==> src/rtl/uart_tx_fifo.sv <==
`default_nettype none
// ============================================================================
// Module   : uart_tx_fifo
// Brief    : Word FIFO feeding a UART transmitter through its DIN/OE/RDY
//            handshake; one registered load strobe per stored word.
// Revision : 1.0 - initial release
// ============================================================================
module uart_tx_fifo #(
    parameter int WDATA = 8,
    parameter int DEPTH = 16
) (
    input  logic                     CLK,
    input  logic                     RST,
    input  logic [WDATA-1:0]         DIN,
    input  logic                     WE,
    output logic                     FULL,
    output logic                     EMPTY,
    output logic [$clog2(DEPTH):0]   COUNT,
    output logic                     OVF,
    input  logic                     CLR,
    output logic [WDATA-1:0]         TXDOUT,
    output logic                     TXOE,
    input  logic                     TXRDY
);

    localparam int               c_AW       = $clog2(DEPTH);
    localparam logic [c_AW:0]    c_FULL_CNT = DEPTH[c_AW:0];

    localparam logic [1:0] c_IDLE  = 2'd0;
    localparam logic [1:0] c_ISSUE = 2'd1;
    localparam logic [1:0] c_WAIT  = 2'd2;

    logic [WDATA-1:0] r_mem [DEPTH];
    logic [c_AW-1:0]  r_wptr;
    logic [c_AW-1:0]  r_rptr;
    logic [c_AW:0]    r_count;
    logic             r_full;
    logic             r_empty;
    logic             r_ovf;
    logic [1:0]       r_state;
    logic [WDATA-1:0] r_txdout;
    logic             r_txoe;

    logic             w_wr;
    logic             w_pop;
    logic [c_AW:0]    w_count_nxt;

    // Acceptance uses the registered FULL, so a same-cycle pop never frees room.
    assign w_wr  = WE && !r_full;
    assign w_pop = ((r_state == c_IDLE) || (r_state == c_WAIT)) && TXRDY && !r_empty;

    assign w_count_nxt = r_count + {{c_AW{1'b0}}, w_wr} - {{c_AW{1'b0}}, w_pop};

    always_ff @(posedge CLK) begin
        if (w_wr) begin
            r_mem[r_wptr] <= DIN;
        end
    end

    always_ff @(posedge CLK or posedge RST) begin
        if (RST) begin
            r_wptr  <= '0;
            r_rptr  <= '0;
            r_count <= '0;
            r_full  <= 1'b0;
            r_empty <= 1'b1;
        end else begin
            if (w_wr) begin
                r_wptr <= r_wptr + c_AW'(1);
            end
            if (w_pop) begin
                r_rptr <= r_rptr + c_AW'(1);
            end
            r_count <= w_count_nxt;
            r_full  <= (w_count_nxt == c_FULL_CNT);
            r_empty <= (w_count_nxt == '0);
        end
    end

    always_ff @(posedge CLK or posedge RST) begin
        if (RST) begin
            r_ovf <= 1'b0;
        end else if (WE && r_full) begin
            r_ovf <= 1'b1;
        end else if (CLR) begin
            r_ovf <= 1'b0;
        end
    end

    // Issue FSM: one-cycle load strobe, then wait for the transmitter to return.
    always_ff @(posedge CLK or posedge RST) begin
        if (RST) begin
            r_state  <= c_IDLE;
            r_txoe   <= 1'b0;
            r_txdout <= '0;
        end else begin
            case (r_state)
                c_IDLE: begin
                    if (w_pop) begin
                        r_state  <= c_ISSUE;
                        r_txoe   <= 1'b1;
                        r_txdout <= r_mem[r_rptr];
                    end
                end
                c_ISSUE: begin
                    r_state <= c_WAIT;
                    r_txoe  <= 1'b0;
                end
                c_WAIT: begin
                    if (w_pop) begin
                        r_state  <= c_ISSUE;
                        r_txoe   <= 1'b1;
                        r_txdout <= r_mem[r_rptr];
                    end else if (TXRDY) begin
                        r_state <= c_IDLE;
                    end
                end
                default: begin
                    r_state <= c_IDLE;
                    r_txoe  <= 1'b0;
                end
            endcase
        end
    end

    assign FULL   = r_full;
    assign EMPTY  = r_empty;
    assign COUNT  = r_count;
    assign OVF    = r_ovf;
    assign TXDOUT = r_txdout;
    assign TXOE   = r_txoe;

endmodule
`default_nettype wire

==> config.mk <==
export PLATFORM = sky130hd
export DESIGN_NAME = uart_tx_fifo
export DESIGN_NICKNAME = d
export VERILOG_FILES = /design/src/rtl/uart_tx_fifo.sv
export SDC_FILE = /design/constraint.sdc
export NUM_CORES = 1
export LEC_CHECK = 0
export CAP_MARGIN = 0
export CORE_AREA = 2 2 121 123
export CTS_BUF_LIST = sky130_fd_sc_hd__clkbuf_8 sky130_fd_sc_hd__clkbuf_16
export DETAILED_ROUTE_END_ITERATION = 6
export DIE_AREA = 0 0 123 125
export DONT_BUFFER_PORTS = 1
export PLACE_DENSITY = 0.67
export REMOVE_ABC_BUFFERS = 1
export SLEW_MARGIN = 20
export SYNTH_ARGS = -nofsm -noshare
export SYNTH_HDL_FRONTEND = slang
export SYNTH_SLANG_ARGS = --single-unit
==> constraint.sdc <==
create_clock -name CLK -period 3.5 [get_ports CLK]
set_input_delay 0.7 -clock CLK [delete_from_list [all_inputs] [get_ports CLK]]
set_output_delay 0.7 -clock CLK [all_outputs]
set_load 0.03 [all_outputs]
# After elaboration in Yosys (flattened, before gate mapping)
# Memory sizes are Yosys's and may differ from the RTL's. A register that Yosys moved wholly into a read port is not among the register bits.
# Index checks and enable logic that the tools add are counted.
[op_classes]
reduce_logical = 13
n_mux = 10
eq_ne = 6
n_addsub = 4
[ops]
columns = ["operator", "n"]
rows = [
  ["$add 4x1->4 const B", 2],
  ["$mux 1", 6],
  ["$mux 2", 3],
  ["$pmux 2 s3", 1],
  ["$add 5x1->5", 1],
  ["$eq 5x5->1 const B", 1],
  ["$logic_not 5->1", 1],
  ["$sub 5x1->5", 1],
  ["$logic_and 1x1->1", 4],
  ["$reduce_and 2->1", 2],
  ["$ne 3x3->1 const B", 1],
  ["$eq 2x1->1 const B", 1],
  ["$eq 2x2->1 const B", 1],
  ["$logic_not 1->1", 2],
  ["$logic_not 2->1", 1],
  ["$ne 2x1->1 const B", 1],
  ["$ne 2x2->1 const B", 1],
  ["$reduce_bool 2->1", 1],
  ["$reduce_or 2->1", 1],
  ["$logic_or 1x1->1", 1],
]
[totals]
ramBits = 128
out_inout_bits = 17
n_memories = 1
word_cells = 42
input_bits = 13
regBits = 19
[mem_list]
columns = ["name", "words", "word_bits", "rd", "rd_clocked_by_memory_dff", "wr", "line", "source"]
rows = [
  ["r_mem", 16, 8, 1, 1, 1, "33", "logic [WDATA-1:0] r_mem [DEPTH];"],
]

# Longest topological paths before layout
# Gate-level depths: netlist of the first run.
[depth]
ltp_word = 6
mapped_depth = 13
ltp_nobuf = 12

# Least setup slack after synthesis of the first run
# Ideal clock, no wire load.
[synth_path]
kind = "in2reg"
start = "input TXRDY"
end = "register r_full (netlist: FULL)"
setup_slack_ns = 0.579
stages = 11
setup_ns = 0.105
path_buffers = 1
t_required_ns = 3.395
t_arrival_ns = 2.816
path_cell_list = "nand2_1 -> inv_1 -> clkbuf_1 -> ha_1 -> inv_1 -> ha_1 -> inv_1 -> fa_1 -> inv_1 -> or3_1 -> nor4b_1"
[synth_between]
elab_chain_len = 4
[synth_rtl]
columns = ["item", "line", "source"]
rows = [
  ["from (decl)", "23", "input logic TXRDY"],
  ["$logic_and 1x1->1 (2 in a row)", "50", "assign w_pop = ((r_state == c_IDLE) || (r_state == c_WAIT)) && TXRDY && !r_empty;"],
  ["net w_pop", "45", "logic w_pop;"],
  ["$sub 5x1->5", "52", "assign w_count_nxt = r_count + {{c_AW{1'b0}}, w_wr} - {{c_AW{1'b0}}, w_pop};"],
  ["net w_count_nxt[1]", "46", "logic [c_AW:0] w_count_nxt;"],
  ["$eq 5x5->1", "75", "r_full <= (w_count_nxt == c_FULL_CNT);"],
  ["to (signal assigned)", "75", ""],
  ["to (decl)", "37", "logic r_full;"],
]
# The timed path passes the listed nets, and every way through them passes these cells.
# A chain may end at the register's enable or synchronous reset.

# Worst setup path after layout of the first run
[layout_path]
start = "register r_empty (netlist: EMPTY)"
end = "register r_full (netlist: FULL)"
[layout_between]
elab_chain_len = 4
[layout_rtl]
columns = ["item", "line", "source"]
rows = [
  ["from (decl)", "38", "logic r_empty;"],
  ["from (signal assigned)", "76", "r_empty <= (w_count_nxt == '0);"],
  ["$logic_not 1->1", "50", ""],
  ["$logic_and 1x1->1", "50", ""],
  ["$sub 5x1->5", "52", ""],
  ["net w_count_nxt[1]", "46", ""],
  ["$eq 5x5->1", "75", ""],
]
# The timed path passes the listed nets, and every way through them passes these cells.

==> results of run 1 <==
## kinds of logic (layout without fill, tap and decap cells)
group           count (synthesis)  count (layout)  share of synthesized area, %
compound gates                 30              30                          3.31
xor+xnor                        9               9                          1.28
fa+ha+maj                      11              11                          2.35
buf+inv                        32              59                          2.76
flops                         154             154                          72.9
mux                            47              47                          12.9
simple gates                   59              59                          4.56
## worst reg2reg max path, cell delays in order, from the launching register on
cell	delay (ns)
sky130_fd_sc_hd__dfstp_2	0.63
sky130_fd_sc_hd__nor2_1	0.08
sky130_fd_sc_hd__nand2_1	0.24
sky130_fd_sc_hd__inv_1	0.11
sky130_fd_sc_hd__ha_1	0.28
sky130_fd_sc_hd__inv_1	0.05
sky130_fd_sc_hd__ha_1	0.15
sky130_fd_sc_hd__inv_1	0.05
sky130_fd_sc_hd__fa_1	0.47
sky130_fd_sc_hd__inv_1	0.05
sky130_fd_sc_hd__or3_1	0.40
sky130_fd_sc_hd__nor4b_1	0.28
## layer usage
| layer | share of wire [%] | vias up | global-route usage [%] | routed length (um) |
|---|---|---|---|---|
| met1 | 45 | 1536 | 20.4 | 4810 |
| met5 | 0 | - | 0 | 0 |
| met2 | 52 | 39 | 24.7 | 5550 |
| met3 | 2.5 | 5 | 4.47 | 266 |
| li1 | - | 1349 | - | - |
| met4 | 1.0 | 0 | 4.75 | 109 |
## cells in the final DEF (no fill, tap or decap), types with 5 or more instances in the layout
| cell | synthesis | routed |
|---|---|---|
| sky130_fd_sc_hd__buf_4 | 0 | 10 |
| sky130_fd_sc_hd__nor2b_1 | 8 | 8 |
| sky130_fd_sc_hd__o21ai_0 | 7 | 7 |
| sky130_fd_sc_hd__nand2_1 | 13 | 13 |
| sky130_fd_sc_hd__inv_1 | 16 | 15 |
| sky130_fd_sc_hd__edfxtp_1 | 128 | 128 |
| sky130_fd_sc_hd__nor3_1 | 5 | 5 |
| sky130_fd_sc_hd__nor2_1 | 20 | 20 |
| sky130_fd_sc_hd__xnor2_1 | 7 | 7 |
| sky130_fd_sc_hd__dfrtp_1 | 25 | 24 |
| sky130_fd_sc_hd__a22oi_1 | 6 | 6 |
| sky130_fd_sc_hd__mux2i_1 | 18 | 18 |
| sky130_fd_sc_hd__ha_1 | 10 | 10 |
| sky130_fd_sc_hd__clkbuf_16 | 0 | 17 |
| sky130_fd_sc_hd__mux4_2 | 23 | 23 |
## layout make-up
type / count / area (um2) / area share (%)
clock buffers: 17 / 425 / 6.12
clock inverters: 15 / 140 / 2.02
inverters: 16 / 60.1 / 0.864
multi-input cells: 156 / 1510 / 21.6
flip-flops and latches: 154 / 4500 / 64.7
well taps: 184 / 230 / 3.31
repair buffers: 11 / 95.1 / 1.37
## per-stage QoR
step | utilization (%) | cell area (um2) | std cells
6_report | 49.0 | 6950 | 553
5_1_grt | 49.0 | 6950 | 553
4_1_cts | 49.0 | 6950 | 553
3_5_place_dp | 45.0 | 6390 | 521
3_3_place_gp | 45.0 | 6390 | 521
2_1_floorplan | - | 6060 | 326
## final timing paths
path	cells past startpoint	end	slack [ns]
min	1	OVF	0.27
max in group asynchronous	1	r_rptr[0]	2.76
min reg2reg	1	TXOE	0.47
max	11	FULL	0.59
min in group CLK	0	r_mem[15][5]	0.38
max reg2reg	11	FULL	0.59
## registers in the layout (all words and copies together), names as in the netlist
register	cells
TXOE	1
OVF	1
r_rptr	4
FULL	1
TXDOUT	8
r_wptr	4
COUNT	5
r_state	1
EMPTY	1
r_mem	128
## power by group
part / internal (mW) / total, mW / switching (mW) / leakage (nW)
Combinational: 0.728 / 1.46 / 0.735 / 0.686
Sequential: 2.29 / 2.72 / 0.434 / 1.46
Clock: 0.991 / 1.73 / 0.738 / 0.279
==> impl_metrics.xml, run 1 <==
<?xml version="1.0" encoding="UTF-8"?>
<metrics>
  <group name="placement">
    <metric name="port_buffers" unit="">0</metric>
    <metric name="globalplace.congestion" unit="">0.817</metric>
    <metric name="preCtsSetupSlack" unit="ns">0.617</metric>
    <metric name="place.detailed.hpwl" unit="um">7260</metric>
  </group>
  <group name="worst_setup_path">
    <metric name="cp_top_family" unit="">simple AND/OR/NAND/NOR gates</metric>
    <metric name="worstSetupStartpoint" unit="">EMPTY</metric>
    <metric name="critPathKind" unit="">register to register</metric>
    <metric name="worst_path_largest_cell_delay" unit="ns">0.63</metric>
    <metric name="critPathCaptureType" unit="">register</metric>
    <metric name="critPathRequiredTime" unit="ns">3.80</metric>
    <metric name="cpMostUsedCell" unit="">sky130_fd_sc_hd__inv_1</metric>
    <metric name="regToRegStartpoint" unit="">EMPTY</metric>
    <metric name="crit_slowest_cell" unit="">sky130_fd_sc_hd__dfstp_2</metric>
    <metric name="cp_cell_sequence" unit="">nor2_1 -&gt; nand2_1 -&gt; inv_1 -&gt; ha_1 -&gt; inv_1 -&gt; ha_1 -&gt; inv_1 -&gt; fa_1 -&gt; inv_1 -&gt; or3_1 -&gt; nor4b_1</metric>
    <metric name="worstSetupStartpointType" unit="">register</metric>
    <metric name="count_of_buffering_cells_on_the_critical_path_with_inverters_included" unit="">4</metric>
    <metric name="crit_fanout" unit="">8</metric>
    <metric name="cp_data_arrival_time" unit="ns">3.20</metric>
  </group>
  <group name="floorplanning">
    <metric name="chipHeight" unit="um">125</metric>
    <metric name="std_cell_rows" unit="">44</metric>
    <metric name="initial_core_utilization" unit="%">43.4</metric>
    <metric name="boundaryPins" unit="">30</metric>
    <metric name="die_w" unit="um">123</metric>
    <metric name="core_area" unit="um2">14200</metric>
    <metric name="die_area" unit="um2">15400</metric>
  </group>
  <group name="sta">
    <metric name="final_critical_path_setup_slack" unit="ns">0.591</metric>
    <metric name="maxSlewHeadroom" unit="%">37.4</metric>
    <metric name="fin_skew" unit="ns">0.0107</metric>
    <metric name="setup_viol" unit="">0</metric>
    <metric name="fin_crit" unit="ns">2.91</metric>
    <metric name="finalHoldWorstSlack" unit="ns">0.269</metric>
    <metric name="final.setup.tns" unit="ns">0</metric>
    <metric name="finalHoldViolations" unit="">0</metric>
    <metric name="min_period_over_period" unit="%">83.1</metric>
    <metric name="finalMaxSlewViolations" unit="">0</metric>
    <metric name="setup_repair_after_global_routing_missed_its_margin" unit="">false</metric>
    <metric name="worstMarginPinSlew" unit="ns">0.933</metric>
    <metric name="max_freq" unit="MHz">344</metric>
  </group>
  <group name="layout">
    <metric name="area.growth.synth_to_final" unit="%">12.7</metric>
    <metric name="post_route_cells_drive_above_1_share" unit="%">19.5</metric>
    <metric name="insertedDiodeCount" unit="">0</metric>
    <metric name="num-nets-final" unit="">380</metric>
    <metric name="layout.filler_cells" unit="">1163</metric>
  </group>
  <group name="drt">
    <metric name="route.vias.total" unit="">2929</metric>
    <metric name="drt.antenna.violating_nets" unit="">0</metric>
    <metric name="first_pass_iters" unit="">4</metric>
    <metric name="drt_wl_total" unit="um">10700</metric>
    <metric name="drt_drc" unit="">0</metric>
    <metric name="post_drt_wl_per_cell" unit="um">19.4</metric>
    <metric name="number_of_violations_reported_at_the_end_of_detailed_routing_iteration_0" unit="">159</metric>
    <metric name="routed_via_density" unit="">5.30</metric>
  </group>
  <group name="synth">
    <metric name="yosysWarningCount" unit="">0</metric>
    <metric name="synthTopCellsByCount" unit="">sky130_fd_sc_hd__edfxtp_1, sky130_fd_sc_hd__dfrtp_1, sky130_fd_sc_hd__mux4_2, sky130_fd_sc_hd__nor2_1, sky130_fd_sc_hd__mux2i_1</metric>
    <metric name="synthTopCellsByArea" unit="">sky130_fd_sc_hd__edfxtp_1, sky130_fd_sc_hd__dfrtp_1, sky130_fd_sc_hd__mux4_2, sky130_fd_sc_hd__mux2i_1, sky130_fd_sc_hd__ha_1</metric>
    <metric name="synth_async_sr_flop_share" unit="%">16.9</metric>
    <metric name="synth_edf_count" unit="">128</metric>
    <metric name="yosys.cell_count.top_type" unit="">sky130_fd_sc_hd__edfxtp_1</metric>
    <metric name="yosysUniqueCellTypes" unit="">40</metric>
    <metric name="post_synthesis_instance_area" unit="um2">6170</metric>
    <metric name="yosys_most_used_dff" unit="">sky130_fd_sc_hd__edfxtp_1</metric>
    <metric name="proportion_of_synthesized_chip_area_in_sequential_cells" unit="%">72.9</metric>
    <metric name="yosys.area.top_type_share" unit="%">62.3</metric>
    <metric name="synth.ff_latch_count" unit="">154</metric>
    <metric name="post_synth_inst_count" unit="">342</metric>
    <metric name="post_synth.cell_area_avg" unit="um2">18.0</metric>
    <metric name="synth_area_leader_cell" unit="">sky130_fd_sc_hd__edfxtp_1</metric>
  </group>
  <group name="clock_network">
    <metric name="ctsRootBufferMaster" unit="">sky130_fd_sc_hd__clkbuf_16</metric>
    <metric name="postCtsHoldBufs" unit="">0</metric>
    <metric name="numCtsBuffers" unit="">17</metric>
    <metric name="clock_latency" unit="ns">0.42</metric>
    <metric name="cts_sinks" unit="">154</metric>
    <metric name="post-cts-setup-buffers" unit="">0</metric>
    <metric name="cts_tree" unit="">built</metric>
    <metric name="htreeDepth" unit="">4</metric>
    <metric name="clock_tree.buffer_depth" unit="">2</metric>
    <metric name="cts_resized" unit="">0</metric>
    <metric name="clk_pin_slew_worst_paths" unit="ns">0.06</metric>
  </group>
  <group name="grt">
    <metric name="via_count_of_the_first_global_routing_pass" unit="">3147</metric>
    <metric name="grt_start_max_net_pins" unit="">27</metric>
    <metric name="grt_antenna_before_repair" unit="">0</metric>
    <metric name="groute.usage.overall" unit="%">15.4</metric>
    <metric name="globalRoute.totalOverflow" unit="">0</metric>
    <metric name="grt_first_pass_wirelength" unit="um">17300</metric>
  </group>
  <group name="pwr">
    <metric name="power.density_cell_area" unit="nW/um2">851</metric>
    <metric name="p_leak" unit="nW">2.43</metric>
    <metric name="peakVddDrop" unit="mV">0.356</metric>
    <metric name="total_power" unit="mW">5.92</metric>
  </group>
  <group name="outcome">
    <metric name="status" unit="">finished clean</metric>
  </group>
  <group name="worst_hold_path">
    <metric name="hold_class" unit="">input pin to asynchronous set/reset pin</metric>
  </group>
  <group name="flow_run">
    <metric name="cap_violations" unit="">0</metric>
  </group>
</metrics>
Power figures use the tool's default switching activity.
==> inputs of run 2 (changes only) <==
clock period = 3 ns   (was 3.5 ns; I/O delays follow)
==> run 2 against run 1 <==
Critical path depth fell by 1. Sequential share of layout area fell by 0.87 points. Sequential power rose by 17%. Critical endpoint unchanged. Register-to-register slack got worse by 0.24 ns. Cell area rose by 1.4%. Final cell count rose by 1.6%. Utilization rose by 0.67 points. Highest routed layer unchanged. Combinational power rose by 16%.
==> impl_metrics.xml, run 2 (synthesized netlist as in run 1, its figures left out) <==
<?xml version="1.0" encoding="UTF-8"?>
<metrics>
  <group name="drt">
    <metric name="routed_via_density" unit="">5.30</metric>
    <metric name="number_of_violations_reported_at_the_end_of_detailed_routing_iteration_0" unit="">129</metric>
    <metric name="post_drt_wl_per_cell" unit="um">18.7</metric>
    <metric name="drt.antenna.violating_nets" unit="">0</metric>
    <metric name="drt_wl_total" unit="um">10500</metric>
    <metric name="route.vias.total" unit="">2981</metric>
    <metric name="first_pass_iters" unit="">4</metric>
    <metric name="drt_drc" unit="">0</metric>
  </group>
  <group name="worst_setup_path">
    <metric name="cp_cell_sequence" unit="">nor2b_1 -&gt; inv_1 -&gt; ha_1 -&gt; inv_1 -&gt; ha_1 -&gt; inv_1 -&gt; fa_1 -&gt; inv_1 -&gt; or3_1 -&gt; nor4b_1</metric>
    <metric name="worst_path_largest_cell_delay" unit="ns">0.50</metric>
    <metric name="crit_fanout" unit="">3</metric>
    <metric name="cpMostUsedCell" unit="">sky130_fd_sc_hd__inv_1</metric>
    <metric name="crit_slowest_cell" unit="">sky130_fd_sc_hd__dfrtp_1</metric>
    <metric name="worstSetupStartpointType" unit="">register</metric>
    <metric name="cp_data_arrival_time" unit="ns">2.94</metric>
    <metric name="critPathKind" unit="">register to register</metric>
    <metric name="critPathCaptureType" unit="">register</metric>
    <metric name="critPathRequiredTime" unit="ns">3.29</metric>
  </group>
  <group name="sta">
    <metric name="final_critical_path_setup_slack" unit="ns">0.351</metric>
    <metric name="finalHoldViolations" unit="">0</metric>
    <metric name="final.setup.tns" unit="ns">0</metric>
    <metric name="maxSlewHeadroom" unit="%">42.9</metric>
    <metric name="finalMaxSlewViolations" unit="">0</metric>
    <metric name="min_period_over_period" unit="%">88.3</metric>
    <metric name="fin_crit" unit="ns">2.65</metric>
    <metric name="worstMarginPinSlew" unit="ns">0.853</metric>
    <metric name="fin_skew" unit="ns">0.00945</metric>
    <metric name="setup_repair_after_global_routing_missed_its_margin" unit="">false</metric>
    <metric name="setup_viol" unit="">0</metric>
    <metric name="max_freq" unit="MHz">378</metric>
  </group>
  <group name="outcome">
    <metric name="status" unit="">finished clean</metric>
  </group>
  <group name="layout">
    <metric name="max_flop_register" unit="">r_mem</metric>
    <metric name="area.growth.synth_to_final" unit="%">14.2</metric>
    <metric name="mostFrequentLayoutCell" unit="">sky130_fd_sc_hd__edfxtp_1</metric>
    <metric name="num-nets-final" unit="">389</metric>
    <metric name="post_route_cells_drive_above_1_share" unit="%">21.7</metric>
    <metric name="insertedDiodeCount" unit="">0</metric>
    <metric name="largest_register_ffs" unit="">128</metric>
    <metric name="commonest_non_fill_non_tap_cells_in_the_layout" unit="">sky130_fd_sc_hd__edfxtp_1, sky130_fd_sc_hd__dfrtp_1, sky130_fd_sc_hd__mux4_2</metric>
  </group>
  <group name="floorplanning">
    <metric name="std_cell_rows" unit="">44</metric>
    <metric name="boundaryPins" unit="">30</metric>
    <metric name="chipHeight" unit="um">125</metric>
    <metric name="initial_core_utilization" unit="%">43.4</metric>
    <metric name="core_area" unit="um2">14200</metric>
    <metric name="die_w" unit="um">123</metric>
    <metric name="die_area" unit="um2">15400</metric>
  </group>
  <group name="grt">
    <metric name="grt_start_max_net_pins" unit="">27</metric>
    <metric name="globalRoute.totalOverflow" unit="">0</metric>
    <metric name="grt_first_pass_wirelength" unit="um">17000</metric>
    <metric name="via_count_of_the_first_global_routing_pass" unit="">3149</metric>
    <metric name="grt_antenna_before_repair" unit="">0</metric>
    <metric name="groute.usage.overall" unit="%">15.0</metric>
  </group>
  <group name="clock_network">
    <metric name="clk_pin_slew_worst_paths" unit="ns">0.06</metric>
    <metric name="ctsRootBufferMaster" unit="">sky130_fd_sc_hd__clkbuf_16</metric>
    <metric name="numCtsBuffers" unit="">17</metric>
    <metric name="clock_tree.buffer_depth" unit="">2</metric>
    <metric name="post-cts-setup-buffers" unit="">0</metric>
    <metric name="cts_tree" unit="">built</metric>
    <metric name="cts_resized" unit="">0</metric>
    <metric name="clock_latency" unit="ns">0.42</metric>
    <metric name="postCtsHoldBufs" unit="">0</metric>
    <metric name="htreeDepth" unit="">4</metric>
    <metric name="cts_sinks" unit="">154</metric>
  </group>
  <group name="placement">
    <metric name="port_buffers" unit="">0</metric>
    <metric name="preCtsSetupSlack" unit="ns">0.281</metric>
    <metric name="place.detailed.hpwl" unit="um">7220</metric>
    <metric name="globalplace.congestion" unit="">0.817</metric>
  </group>
  <group name="pwr">
    <metric name="peakVddDrop" unit="mV">0.402</metric>
    <metric name="power.density_cell_area" unit="nW/um2">995</metric>
    <metric name="p_leak" unit="nW">2.48</metric>
  </group>
  <group name="worst_hold_path">
    <metric name="hold_class" unit="">input pin to asynchronous set/reset pin</metric>
  </group>
  <group name="flow_run">
    <metric name="cap_violations" unit="">0</metric>
  </group>
</metrics>
[run 2: final timing paths]
check | startpoint | endpoint | slack, ns | depth (start not counted)
worst max register to register | FULL | FULL | 0.35 | 10
worst max-delay path | FULL | FULL | 0.35 | 10
worst min-delay path | RST | OVF | 0.13 | 1
min in group CLK | DIN[4] | r_mem[11][4] | 0.27 | 0
max in group asynchronous | RST | r_rptr[0] | 2.46 | 1
worst min register to register | r_state[0] | TXOE | 0.48 | 1
[run 2: layer usage]
metal | GRT usage (%) | vias to the layer above | routed length (um)
li1 | - | 1371 | -
met1 | 18.6 | 1543 | 4500
met2 | 24.8 | 56 | 5460
met3 | 4.84 | 11 | 407
met4 | 5.01 | 0 | 131
met5 | 0 | - | 0
[run 2: cell type report]
cell class / instances / area (um2)
fill: 1159 / 7160
sequential: 154 / 4500
multi-input combinational: 156 / 1510
clock buffer: 17 / 425
tap: 184 / 230
clock inverter: 15 / 180
timing repair buffer: 20 / 150
inverter: 16 / 60.1
[run 2: where the power goes]
part / switching [mW] / internal (mW)
logic: 0.839 / 0.858
registers: 0.497 / 2.67
clock network: 0.891 / 1.26
[run 2: worst max-delay path: cells and delay by family (launching register included)]
family	cells	cell delay, ns
buffers and inverters	4	0.23
adders and majority gates	3	0.91
and+or+nand+nor	3	0.90
DFF	1	0.50
[run 2: per-stage QoR]
| stage | power, mW | instance area, um2 | util (%) | hold slack [ns] | std cells |
|---|---|---|---|---|---|
| finish | 7.01 | 7050 | 49.6 | 0.126 | 562 |
| CTS | 7.08 | 7050 | 49.6 | 0.258 | 562 |
| floorplan | 4.43 | 6060 | - | 0.436 | 326 |
| global route | 7.36 | 7050 | 49.6 | 0.163 | 562 |
| global placement | 4.87 | 6440 | 45.4 | 0.446 | 530 |
| detailed placement | 4.92 | 6440 | 45.4 | 0.466 | 530 |
